File: src/rtl/instruction_fetch.sv
// Fetch stage: issues word reads from fetch_pc, tags them in a PC FIFO and queues {pc, inst} for decode.
// Branch redirects flush the queue and drop responses still owed from the old path via a kill count.
module instruction_fetch #(
  parameter logic [31:0] RESET_PC = 32'h1c00_0000,
  parameter int          DEPTH    = 4
) (
  input  logic        clk_i,
  input  logic        rst_ni,
  output logic        imem_req_valid_o,
  input  logic        imem_req_ready_i,
  output logic [31:0] imem_req_addr_o,
  input  logic        imem_resp_valid_i,
  input  logic [31:0] imem_resp_data_i,
  output logic        id_valid_o,
  input  logic        id_ready_i,
  output logic [31:0] id_pc_o,
  output logic [31:0] id_inst_o,
  input  logic        br_taken_i,
  input  logic [31:0] br_target_i
);
  localparam int CW = $clog2(DEPTH + 1);
  localparam int PW = $clog2(DEPTH);

  logic          r_run;
  logic [31:0]   r_fetch_pc;
  logic [CW-1:0] r_inflight, r_kill, r_occ;
  logic [PW-1:0] r_tag_wr, r_tag_rd, r_q_wr, r_q_rd;
  logic [31:0]   r_tag    [DEPTH];
  logic [31:0]   r_q_pc   [DEPTH];
  logic [31:0]   r_q_inst [DEPTH];

  logic [CW:0]   w_used;
  logic          w_req, w_accept, w_resp, w_push, w_pop, w_empty;

  // r_run keeps the request port quiet for the first cycle out of reset.
  assign w_used   = {1'b0, r_inflight} + {1'b0, r_occ};
  assign w_req    = r_run && (w_used < (CW+1)'(DEPTH)) && !br_taken_i;
  assign w_accept = w_req && imem_req_ready_i;
  assign w_resp   = imem_resp_valid_i && (r_inflight != '0);
  assign w_push   = w_resp && (r_kill == '0) && !br_taken_i;
  assign w_empty  = (r_occ == '0);
  assign w_pop    = !w_empty && id_ready_i;

  assign imem_req_valid_o = w_req;
  assign imem_req_addr_o  = w_req ? r_fetch_pc : '0;
  assign id_valid_o       = !w_empty;
  assign id_pc_o          = w_empty ? '0 : r_q_pc[r_q_rd];
  assign id_inst_o        = w_empty ? '0 : r_q_inst[r_q_rd];

  always_ff @(posedge clk_i or negedge rst_ni) begin
    if (!rst_ni) begin
      r_run      <= 1'b0;
      r_fetch_pc <= RESET_PC;
      r_inflight <= '0;
      r_kill     <= '0;
      r_occ      <= '0;
      r_tag_wr   <= '0;
      r_tag_rd   <= '0;
      r_q_wr     <= '0;
      r_q_rd     <= '0;
    end else begin
      r_run      <= 1'b1;
      r_inflight <= r_inflight + CW'(w_accept) - CW'(w_resp);
      if (w_accept) r_tag_wr <= r_tag_wr + PW'(1);
      if (w_resp)   r_tag_rd <= r_tag_rd + PW'(1);
      if (br_taken_i) begin
        // Everything still owed after this cycle's response belongs to the old path.
        r_fetch_pc <= {br_target_i[31:2], 2'b00};
        r_kill     <= r_inflight - CW'(w_resp);
        r_occ      <= '0;
        r_q_rd     <= r_q_wr;
      end else begin
        if (w_accept) r_fetch_pc <= r_fetch_pc + 32'd4;
        if (w_resp && r_kill != '0) r_kill <= r_kill - CW'(1);
        r_occ <= r_occ + CW'(w_push) - CW'(w_pop);
        if (w_push) r_q_wr <= r_q_wr + PW'(1);
        if (w_pop)  r_q_rd <= r_q_rd + PW'(1);
      end
    end
  end

  always_ff @(posedge clk_i) begin
    if (w_accept) r_tag[r_tag_wr] <= r_fetch_pc;
    if (w_push) begin
      r_q_pc[r_q_wr]   <= r_tag[r_tag_rd];
      r_q_inst[r_q_wr] <= imem_resp_data_i;
    end
  end

  a_no_orphan_resp: assert property (@(posedge clk_i) disable iff (!rst_ni)
    !(imem_resp_valid_i && r_inflight == '0));
  a_credit_bound: assert property (@(posedge clk_i) disable iff (!rst_ni)
    w_used <= (CW+1)'(DEPTH));
endmodule

File: config.mk
export PLATFORM = sky130hd
export DESIGN_NAME = instruction_fetch
export DESIGN_NICKNAME = d
export VERILOG_FILES = /design/src/rtl/instruction_fetch.sv
export SDC_FILE = /design/constraint.sdc
export NUM_CORES = 1
export LEC_CHECK = 0
export BUFFER_PORTS_ARGS = -buffer_cell sky130_fd_sc_hd__buf_2
export CAP_MARGIN = 10
export CORE_ASPECT_RATIO = 2
export CORE_UTILIZATION = 34
export DETAILED_ROUTE_END_ITERATION = 8
export HOLD_SLACK_MARGIN = 0.06
export PLACE_DENSITY = 0.5
export SLEW_MARGIN = 5
export SYNTH_ARGS = -nofsm -noshare
export SYNTH_HDL_FRONTEND = slang
export SYNTH_SLANG_ARGS = --single-unit
File: constraint.sdc
create_clock -name clk_i -period 4.6 [get_ports clk_i]
set_input_delay 0.23 -clock clk_i [delete_from_list [all_inputs] [get_ports clk_i]]
set_output_delay 0.23 -clock clk_i [all_outputs]
set_load 0.05 [all_outputs]
==> results of run 1 <==
## path summary, 6_finish.rpt
check | start | end | slack, ps | cells past startpoint
setup reg to reg | r_inflight[2] | r_fetch_pc[4] | 1700 | 5
hold / removal | br_taken_i | r_occ[2] | 160 | 2
hold reg to reg | r_inflight[2] | r_inflight[2] | 570 | 1
setup / recovery | r_q_rd[0] | id_inst_o[4] | 1550 | 4
max in group asynchronous | rst_ni | r_q_rd[0] | 3740 | 3
min in group asynchronous | rst_ni | r_fetch_pc[14] | 330 | 3
## final cells by class
cell class / instances / area (sq um) / share of cell area
timing repair buffer: 246 / 1620 / 0.0802
tap: 638 / 798 / 0.0395
clock buffer: 51 / 1070 / 0.0532
inverter: 18 / 67.6 / 0.00335
clock inverter: 17 / 199 / 0.00985
sequential: 416 / 12300 / 0.607
multi-input combinational: 400 / 4170 / 0.207
## cells in the mapped netlist, drive strengths merged (3+ instances only)
cell and count:
nor2b 4, nor2 11, and3 8, dfstp 3
ha 19, edfxtp 368, a311oi 4, xnor2 16
o21ai 25, buf 20, mux4 92, or3 3
xor2 19, inv 17, clkbuf 27, and2 105
nand3 11, dfrtp 45, nor4 3, nand4 13
a21oi 6, nand2 32, mux2 5
## power groups by stage
stage / clock network, W / logic, W / registers, W
floorplan: 0 / 0.00318 / 0.00467
global placement: 0 / 0.00390 / 0.00498
detailed placement: 0 / 0.00393 / 0.00499
CTS: 0.00336 / 0.00399 / 0.00491
global route: 0.00348 / 0.00419 / 0.00494
finish: 0.00326 / 0.00387 / 0.00488
## state kept, by name, indices dropped and copies added, names as in the netlist
register and count:
r_run 1, r_tag_rd 2, r_q_inst 128, r_tag_wr 2, r_inflight 3, r_kill 3
r_occ 3, r_tag 120, r_q_pc 120, r_fetch_pc 30, r_q_rd 2, r_q_wr 2
## critical path: stages (launching register included)
cell	delay, ps
dfrtp_4	960
buf_12	340
mux4_2	530
and2_1	170
buf_2	210
## stage by stage
step | cells | hold WS, ps | utilization | total power (W)
6_report | 1786 | 160 | 0.418 | 0.0120
5_1_grt | 1786 | 160 | 0.418 | 0.0126
2_1_floorplan | 881 | -65.6 | - | 0.00785
3_3_place_gp | 1653 | 391 | 0.378 | 0.00887
4_1_cts | 1786 | 136 | 0.418 | 0.0123
3_5_place_dp | 1653 | 391 | 0.378 | 0.00892
## cells by family (layout without fill, tap and decap cells)
logic type | count (synthesis) | count (layout) | synth area share
flops | 416 | 416 | 0.734
simple gates | 200 | 200 | 0.0706
xor+xnor | 35 | 35 | 0.0184
compound gates | 40 | 40 | 0.0136
buf+inv | 65 | 332 | 0.0172
other cells | 2 | 5 | 0.000450
mux | 99 | 99 | 0.129
fa+ha+maj | 21 | 21 | 0.0166
## per-layer routing
metal / vias up / global-route usage / share of wire
li1: 3879 / - / -
met1: 4366 / 0.151 / 0.37
met2: 210 / 0.282 / 0.56
met3: 51 / 0.0206 / 0.040
met4: 0 / 0.0605 / 0.033
met5: - / 0 / 0
==> reports/results.ini, run 1 <==
[power]
power_density_nw_per_um2 = 595
netSwitchingFraction = 0.354
p_int_w = 0.00777
p_seq_frac = 0.406
leakage_nw = 7.10
p_sw_w = 0.00425
combPwrFrac = 0.322
ir_worst_vdd_uv = 322
power_frac_clock = 0.271

[min_path]
hp-class = input port to flip-flop

[logic_synthesis]
ys_warn_count = 0
synth_edf_count = 368
ys_ff_latch = 416
synthCells = 878
synth_top_cell_by_area = edfxtp_1
ys_seq_area_frac = 0.734
yosysUniqueCellTypes = 45
synth_ff_type = edfxtp_1
syn-cell-area_sq_um = 16700
synth_top_area_frac = 0.662
syn_area_per_cell_sq_um = 19.0
async_flop_share = 0.115
synth_area_leaders = edfxtp_1 66%, mux4_2 12%, dfrtp_1 6.7%

[placement]
port_buffers = 161
hpwlAfterDp_um = 22500
routabilityCongestion = 0.800
dpl_cell_area_sq_um = 18300
post-place-ws_ps = 1670

[sta]
slew_headroom = 0.309
tightestPinTransition_ps = 1030
max_freq_mhz = 328
min_period_ps = 3050
min_period_over_period = 0.662
finClkSkew_ps = 20.4
hold_viol_final = 0
setup_slack_ps = 1550
tns_ps = 0
rsz0062_at_grt = false
finalSetupViolations = 0
slew_viol_final = 0

[critical_path]
cp-start-kind = flip-flop
path_max_fanout = 37
worst_ep_required_time_ps = 4370
crit_path_end_kind = output pin
crit_type = flip-flop to output pin
arrival_ps = 2820

[clock_tree]
insertion_delay_ps = 540
htreeDepth = 2
cts_tree = built
cts.sinks = 416
cts_resized = 0
cts_root_buf = clkbuf_16
clk_path_buf_depth = 3
path_clk_slew_ps = 70
cts_setup_buffers = 0
cts_buffers = 40
ctsHoldBuffers = 65

[final_layout]
nNetsFinal = 1213
area_growth_pct = 21.0
final_common_cell = edfxtp_1
drive_gt1_frac = 0.305
layout_common_cells = 368 x edfxtp_1, 161 x buf_2, 101 x and2_1
design_area_sq_um = 20200
fill_cells = 4387
antenna_cells = 0

[floorplanning]
die_h_um = 315
fp.dieW_um = 159
core_area_sq_um = 48400
ios = 168
initial_core_util = 0.345
num_rows = 114
die-area_sq_um = 50000

[drt]
routedWlPerCell_um = 19.7
first_pass_iters = 4
vias_per_cell = 4.76
wirelength_um = 35200
drtIter0Drc = 373
dr_total_vias = 8506
ant_nets = 0
drcViolationCount = 0

[grt]
antenna_found_initial = 0
grt_overflow_total = 0
grt_max_degree = 65
grt_pass1_vias = 9311
grt_usage = 0.145
grt_pass1_wl_um = 53600

[run_status]
outcome = finished clean

[run]
maxCapViolations = 0

No activity file was read; power rests on OpenSTA's default activity.
==> inputs of run 2 (changes only) <==
ABC_AREA = 1   (was default)
PLACE_DENSITY = 0.51   (was 0.5)
clock period = 2.6 ns   (was 4.6 ns; I/O delays follow)
==> run 2 against run 1 <==
Effect of this change:
- design area is 6.2% higher
- non-clock buffer count is 27 higher
- worst hold slack worse by 35 ps
- wire length is 29% higher
- count of clock-buffer cells in the layout is 4 lower
==> reports/results.ini, run 2 <==
[final_layout]
fill_cells = 4860
regMostFlops = r_q_inst
layout_common_cells = 416 x nor2_1, 368 x edfxtp_1, 211 x o21ai_0
antenna_cells = 0
largest_register_ffs = 128
area_growth_pct = 22.1
final_common_cell = nor2_1
nNetsFinal = 1923
reg.largest.list = r_q_inst x128, r_q_pc x120, r_tag x120
drive_gt1_frac = 0.156

[power]
power_frac_clock = 0.238
ir_worst_vdd_uv = 643
p_seq_frac = 0.365
power_density_nw_per_um2 = 1110
combPwrFrac = 0.397
p_int_w = 0.0139
netSwitchingFraction = 0.417
p_sw_w = 0.00996
leakage_nw = 8.02

[floorplanning]
core_area_sq_um = 50900
initial_core_util = 0.345
num_rows = 117
fp.dieW_um = 163
ios = 168
die-area_sq_um = 52600
die_h_um = 323

[critical_path]
slowest_delay_ps = 480
crit_buf_inv = 2
path_max_fanout = 63
arrival_ps = 2350
cp_top_family = buffers and inverters
cp_cell_sequence = buf_16 -> nor2_1 -> nor2_1 -> o21ai_0 -> a21oi_1 -> buf_2
cpMostUsedCell = nor2_1
cp_slowest_cell = dfrtp_4
worst_ep_required_time_ps = 2470
cp-start-kind = flip-flop
crit_type = flip-flop to output pin
crit_path_end_kind = output pin

[sta]
tns_ps = 0
min_period_over_period = 0.955
hold_viol_final = 0
finalSetupViolations = 0
finClkSkew_ps = 27.3
tightestPinTransition_ps = 958
max_freq_mhz = 403
slew_viol_final = 0
min_period_ps = 2480
slew_headroom = 0.362
fin_hold_ws_ps = 125

[drt]
routedWlPerCell_um = 18.0
wirelength_um = 45200
vias_per_cell = 4.85
first_pass_iters = 5
drtIter0Drc = 601
ant_nets = 0
drcViolationCount = 0
dr_total_vias = 12200

[placement]
routabilityCongestion = 0.870
hpwlAfterDp_um = 27800
port_buffers = 161

[grt]
grt_overflow_total = 0
grt_pass1_vias = 12500
grt_pass1_wl_um = 69000
grt_usage = 0.173
grt_max_degree = 64
antenna_found_initial = 0

[min_path]
hp-class = input port to flip-flop

[logic_synthesis]
synthTopCellsByCount = 424 x nor2_1, 368 x edfxtp_1, 211 x o21ai_0, 179 x nand2_1, 77 x inv_1
synth.most_common_cell = nor2_1
synthCells = 1599
synth_ff_type = edfxtp_1
yosysUniqueCellTypes = 37
syn-cell-area_sq_um = 17600
ys_seq_area_frac = 0.698
synth_top_cell_by_area = edfxtp_1
async_flop_share = 0.115
syn_area_per_cell_sq_um = 11.0
synth_top_area_frac = 0.629
ys_warn_count = 0
ys_ff_latch = 416
synth_area_leaders = edfxtp_1 63%, nor2_1 9.1%, dfrtp_1 6.4%
synth_edf_count = 368

[clock_tree]
clk_path_buf_depth = 3
cts.sinks = 416
insertion_delay_ps = 560
path_clk_slew_ps = 70
cts_root_buf = clkbuf_16
cts_tree = built
htreeDepth = 2
cts_buffers = 39

[run_status]
outcome = finished clean

[run]
maxCapViolations = 0

==> run 2: final timing paths <==
| kind | startpoint | end | slack (ps) | cells past startpoint |
|---|---|---|---|---|
| worst min register to register | r_fetch_pc[28] | r_fetch_pc[28] | 530 | 2 |
| worst max-delay path | r_q_rd[0] | id_pc_o[10] | 120 | 6 |
| worst max register to register | r_occ[1] | r_inflight[2] | 160 | 13 |
| worst min-delay path | imem_resp_valid_i | r_tag_rd[0] | 120 | 6 |
| min in group asynchronous | rst_ni | r_fetch_pc[29] | 260 | 2 |
| max in group asynchronous | rst_ni | r_kill[1] | 1530 | 3 |
==> run 2: power groups by stage <==
| stage | Clock (W) | Sequential [W] | Combinational, W |
|---|---|---|---|
| 6_report | 0.00569 | 0.00871 | 0.00947 |
| 5_1_grt | 0.00606 | 0.00878 | 0.0103 |
| 4_1_cts | 0.00584 | 0.00871 | 0.00965 |
| 3_5_place_dp | 0 | 0.00884 | 0.00937 |
| 3_3_place_gp | 0 | 0.00881 | 0.00924 |
| 2_1_floorplan | 0 | 0.00866 | 0.00658 |
==> run 2: through the flow <==
stage | power [W] | instances | instance area, sq um | util | worst slack, ps
after floorplan | 0.0152 | 1602 | 17600 | - | -618
after global placement | 0.0181 | 2371 | 19400 | 0.380 | 311
after detailed placement | 0.0182 | 2371 | 19400 | 0.380 | 280
after CTS | 0.0242 | 2515 | 21400 | 0.420 | 52.3
after global routing | 0.0252 | 2516 | 21400 | 0.421 | -6.31
final | 0.0239 | 2516 | 21400 | 0.421 | 118
==> run 2: what timing repair did <==
item / 4_1_cts / 5_1_grt
resized for setup: 4 / 11
hold buffers: 65 / 1
hold endpoints to repair: 189 / 1
buffers inserted: 6 / 0
pin swaps: 1 / 0
gates cloned: 2 / 0
endpoints found under the setup margin: 36 / 30
==> run 2: cells by family after synthesis <==
family / after synthesis / share of synthesized area
adders and majority gates: 21 / 0.0158
DFF: 416 / 0.698
xor gates and xnor gates: 9 / 0.00449
other: 2 / 0.000428
buffers and inverters: 168 / 0.0385
and+or+nand+nor: 657 / 0.147
muxes: 1 / 0.000570
AOI/OAI and AO/OA: 325 / 0.0959
==> run 2: cell type report <==
class                   count  area (sq um)  area share
clock buffers              47          1030      0.0478
multi-input cells        1018          4710       0.220
well taps                 654           818      0.0382
clock inverters            24           233      0.0109
repair inverters            1          7.51    0.000350
flip-flops and latches    416         12300       0.572
repair buffers            273          2060      0.0963
inverters                  83           324      0.0151
==> run 2: worst min-delay path: stages <==
cell,delay (ps)
buf_2,110
inv_1,40
a21oi_1,60
buf_4,160
nor2_1,90
nor2_1,50
==> run 2: routing by layer <==
layer | share of wire | track usage | vias up
met1 | 0.39 | 0.183 | 5896
met2 | 0.55 | 0.337 | 272
met4 | 0.039 | 0.0781 | 0
li1 | - | - | 5961
met5 | 0 | 0 | -
met3 | 0.030 | 0.0186 | 81
==> inputs of run 3 (changes only) <==
CELL_PAD_IN_SITES_DETAIL_PLACEMENT = 0   (was default)
CELL_PAD_IN_SITES_GLOBAL_PLACEMENT = 1   (was default)
CORE_ASPECT_RATIO = 1.4   (was 2)
HOLD_SLACK_MARGIN = 0.03   (was 0.06)
PLACE_DENSITY = 0.62   (was 0.51)
==> run 3 against run 2 <==
Effect of this change:
- global-route usage is 0.20 points lower
- clock skew is 10 ps lower
- total power up 0.53%
- wire length fell by 1.0%
- critical path depth shrank 1
- sequential cell count stayed put
- critical endpoint is now id_pc_o[22]
- sequential power about the same
- maximum frequency fell by 0.43%
- highest routed layer unchanged
- non-clock buffer count shrank 4
- via count is 1.0% lower
- count of clock-buffer cells in the layout rose by 4
- largest cell class unchanged
- design area rose by 0.32%
==> reports/results.ini, run 3 (synthesized netlist as in run 2, its figures left out) <==
[run_status]
outcome = finished clean

[grt]
antenna_found_initial = 0
grt_overflow_total = 0
use_met2 = 0.313
grt_pass1_vias = 11900
grt_max_degree = 64
grt_pass1_wl_um = 69000
grt_use_met1 = 0.203
grt_usage = 0.171
grt_use_met3 = 0.0232
busiest_layer = met2

[sta]
rsz0062_at_grt = false
hold_viol_final = 0
fin_hold_ws_ps = 136
slew_headroom = 0.474
slew_viol_final = 0
tightestPinTransition_ps = 790
min_period_over_period = 0.959
max_freq_mhz = 401
min_period_ps = 2490
finalSetupViolations = 0
finClkSkew_ps = 17.1

[placement]
port_buffers = 161
routabilityCongestion = 0.789
hpwlAfterDp_um = 27500

[critical_path]
cp_top_family = buffers and inverters
crit_buf_inv = 3
slowest_delay_ps = 570
path_max_fanout = 39
crit_path_end_kind = output pin
cp_cell_sequence = inv_2 -> buf_16 -> o21ai_0 -> a21oi_1 -> buf_2
cp-start-kind = flip-flop
crit_type = flip-flop to output pin
cp_slowest_cell = dfrtp_4
worst_ep_required_time_ps = 2470
arrival_ps = 2360

[clock_tree]
insertion_delay_ps = 550
clk_path_buf_depth = 3
cts.sinks = 416
cts_root_buf = clkbuf_16
path_clk_slew_ps = 60
htreeDepth = 2
cts_buffers = 41
cts_tree = built

[final_layout]
layout_common_cells = 415 x nor2_1, 368 x edfxtp_1, 211 x o21ai_0
largest_register_ffs = 128
regMostFlops = r_q_inst
drive_gt1_frac = 0.156
nNetsFinal = 1920
final_common_cell = nor2_1
area_growth_pct = 22.5
reg.largest.list = r_q_inst x128, r_q_pc x120, r_tag x120
fill_cells = 4898
antenna_cells = 0

[drt]
drcViolationCount = 0
routedWlPerCell_um = 17.8
ant_nets = 0
wirelength_um = 44800
first_pass_iters = 7
vias_per_cell = 4.81
dr_total_vias = 12100
drtIter0Drc = 567

[floorplanning]
die_h_um = 271
ios = 168
fp.dieW_um = 194
num_rows = 98
die-area_sq_um = 52600
initial_core_util = 0.344
core_area_sq_um = 51000

[min_path]
hp-class = input port to flip-flop

[power]
ir_worst_vdd_uv = 443
power_density_nw_per_um2 = 1120
total_power_w = 0.0240
leakage_nw = 8.05

[run]
maxCapViolations = 0

run 3: cell types whose count changed in the layout (fill, tap and decap cells not counted), moves of 2 or more:
cell           delta
buf_12            +3
buf_4             -4
clkbuf_1          +2
clkbuf_16         +4
clkbuf_8          -2
clkinvlp_4        -3
dlygate4sd3_1     -2
run 3: tightest hold or removal path: cells and delay by family:
family / cells / cell delay, ps
buf+inv: 3 / 350
simple gates: 1 / 70
compound gates: 1 / 70
run 3: final cells by class:
class,instances,area [sq um],share of cell area
Clock inverter,24,230,0.0107
Clock buffer,51,1110,0.0514
Multi-Input combinational cell,1018,4710,0.219
Timing Repair Buffer,269,2070,0.0964
Sequential cell,416,12300,0.570
Tap cell,650,813,0.0378
Inverter,83,317,0.0147
run 3: final timing paths:
path / from / to / slack, ps / cells after the start
max: r_q_rd[0] / id_pc_o[22] / 110 / 5
min: br_taken_i / r_fetch_pc[3] / 140 / 5
max reg2reg: r_occ[1] / r_inflight[1] / 340 / 11
min reg2reg: r_fetch_pc[28] / r_fetch_pc[28] / 530 / 2
max in group asynchronous: rst_ni / r_fetch_pc[28] / 1680 / 3
min in group asynchronous: rst_ni / r_fetch_pc[21] / 200 / 2
run 3: what timing repair did:
action                                  in CTS  in global routing
gates cloned                                 1                  0
hold endpoints to repair                   185                  0
buffers inserted                             0                  0
endpoints found under the setup margin      11                 16
hold buffers                                64                  0
gates resized for setup                      5                 12
run 3: power breakdown:
group          internal (W)  switching [W]
sequential          0.00826       0.000481
clock               0.00343        0.00249
combinational       0.00242        0.00692
total                0.0141        0.00989
run 3: per-layer routing:
layer  up-vias  wire (um)
li1       5951          -
met1      5799      18400
met2       257      23300
met3        76       1660
met4         0       1450
met5         -          0
run 3: through the flow:
step | std cells | utilization | setup TNS [ps] | instance area [sq um] | worst slack [ps]
after floorplan | 1602 | - | -153240 | 17600 | -618
after global placement | 2371 | 0.381 | 0 | 19500 | 338
after detailed placement | 2371 | 0.381 | 0 | 19500 | 350
after CTS | 2511 | 0.421 | 0 | 21500 | 22.2
after global routing | 2511 | 0.422 | 0 | 21500 | 1.53
final | 2511 | 0.422 | 0 | 21500 | 107
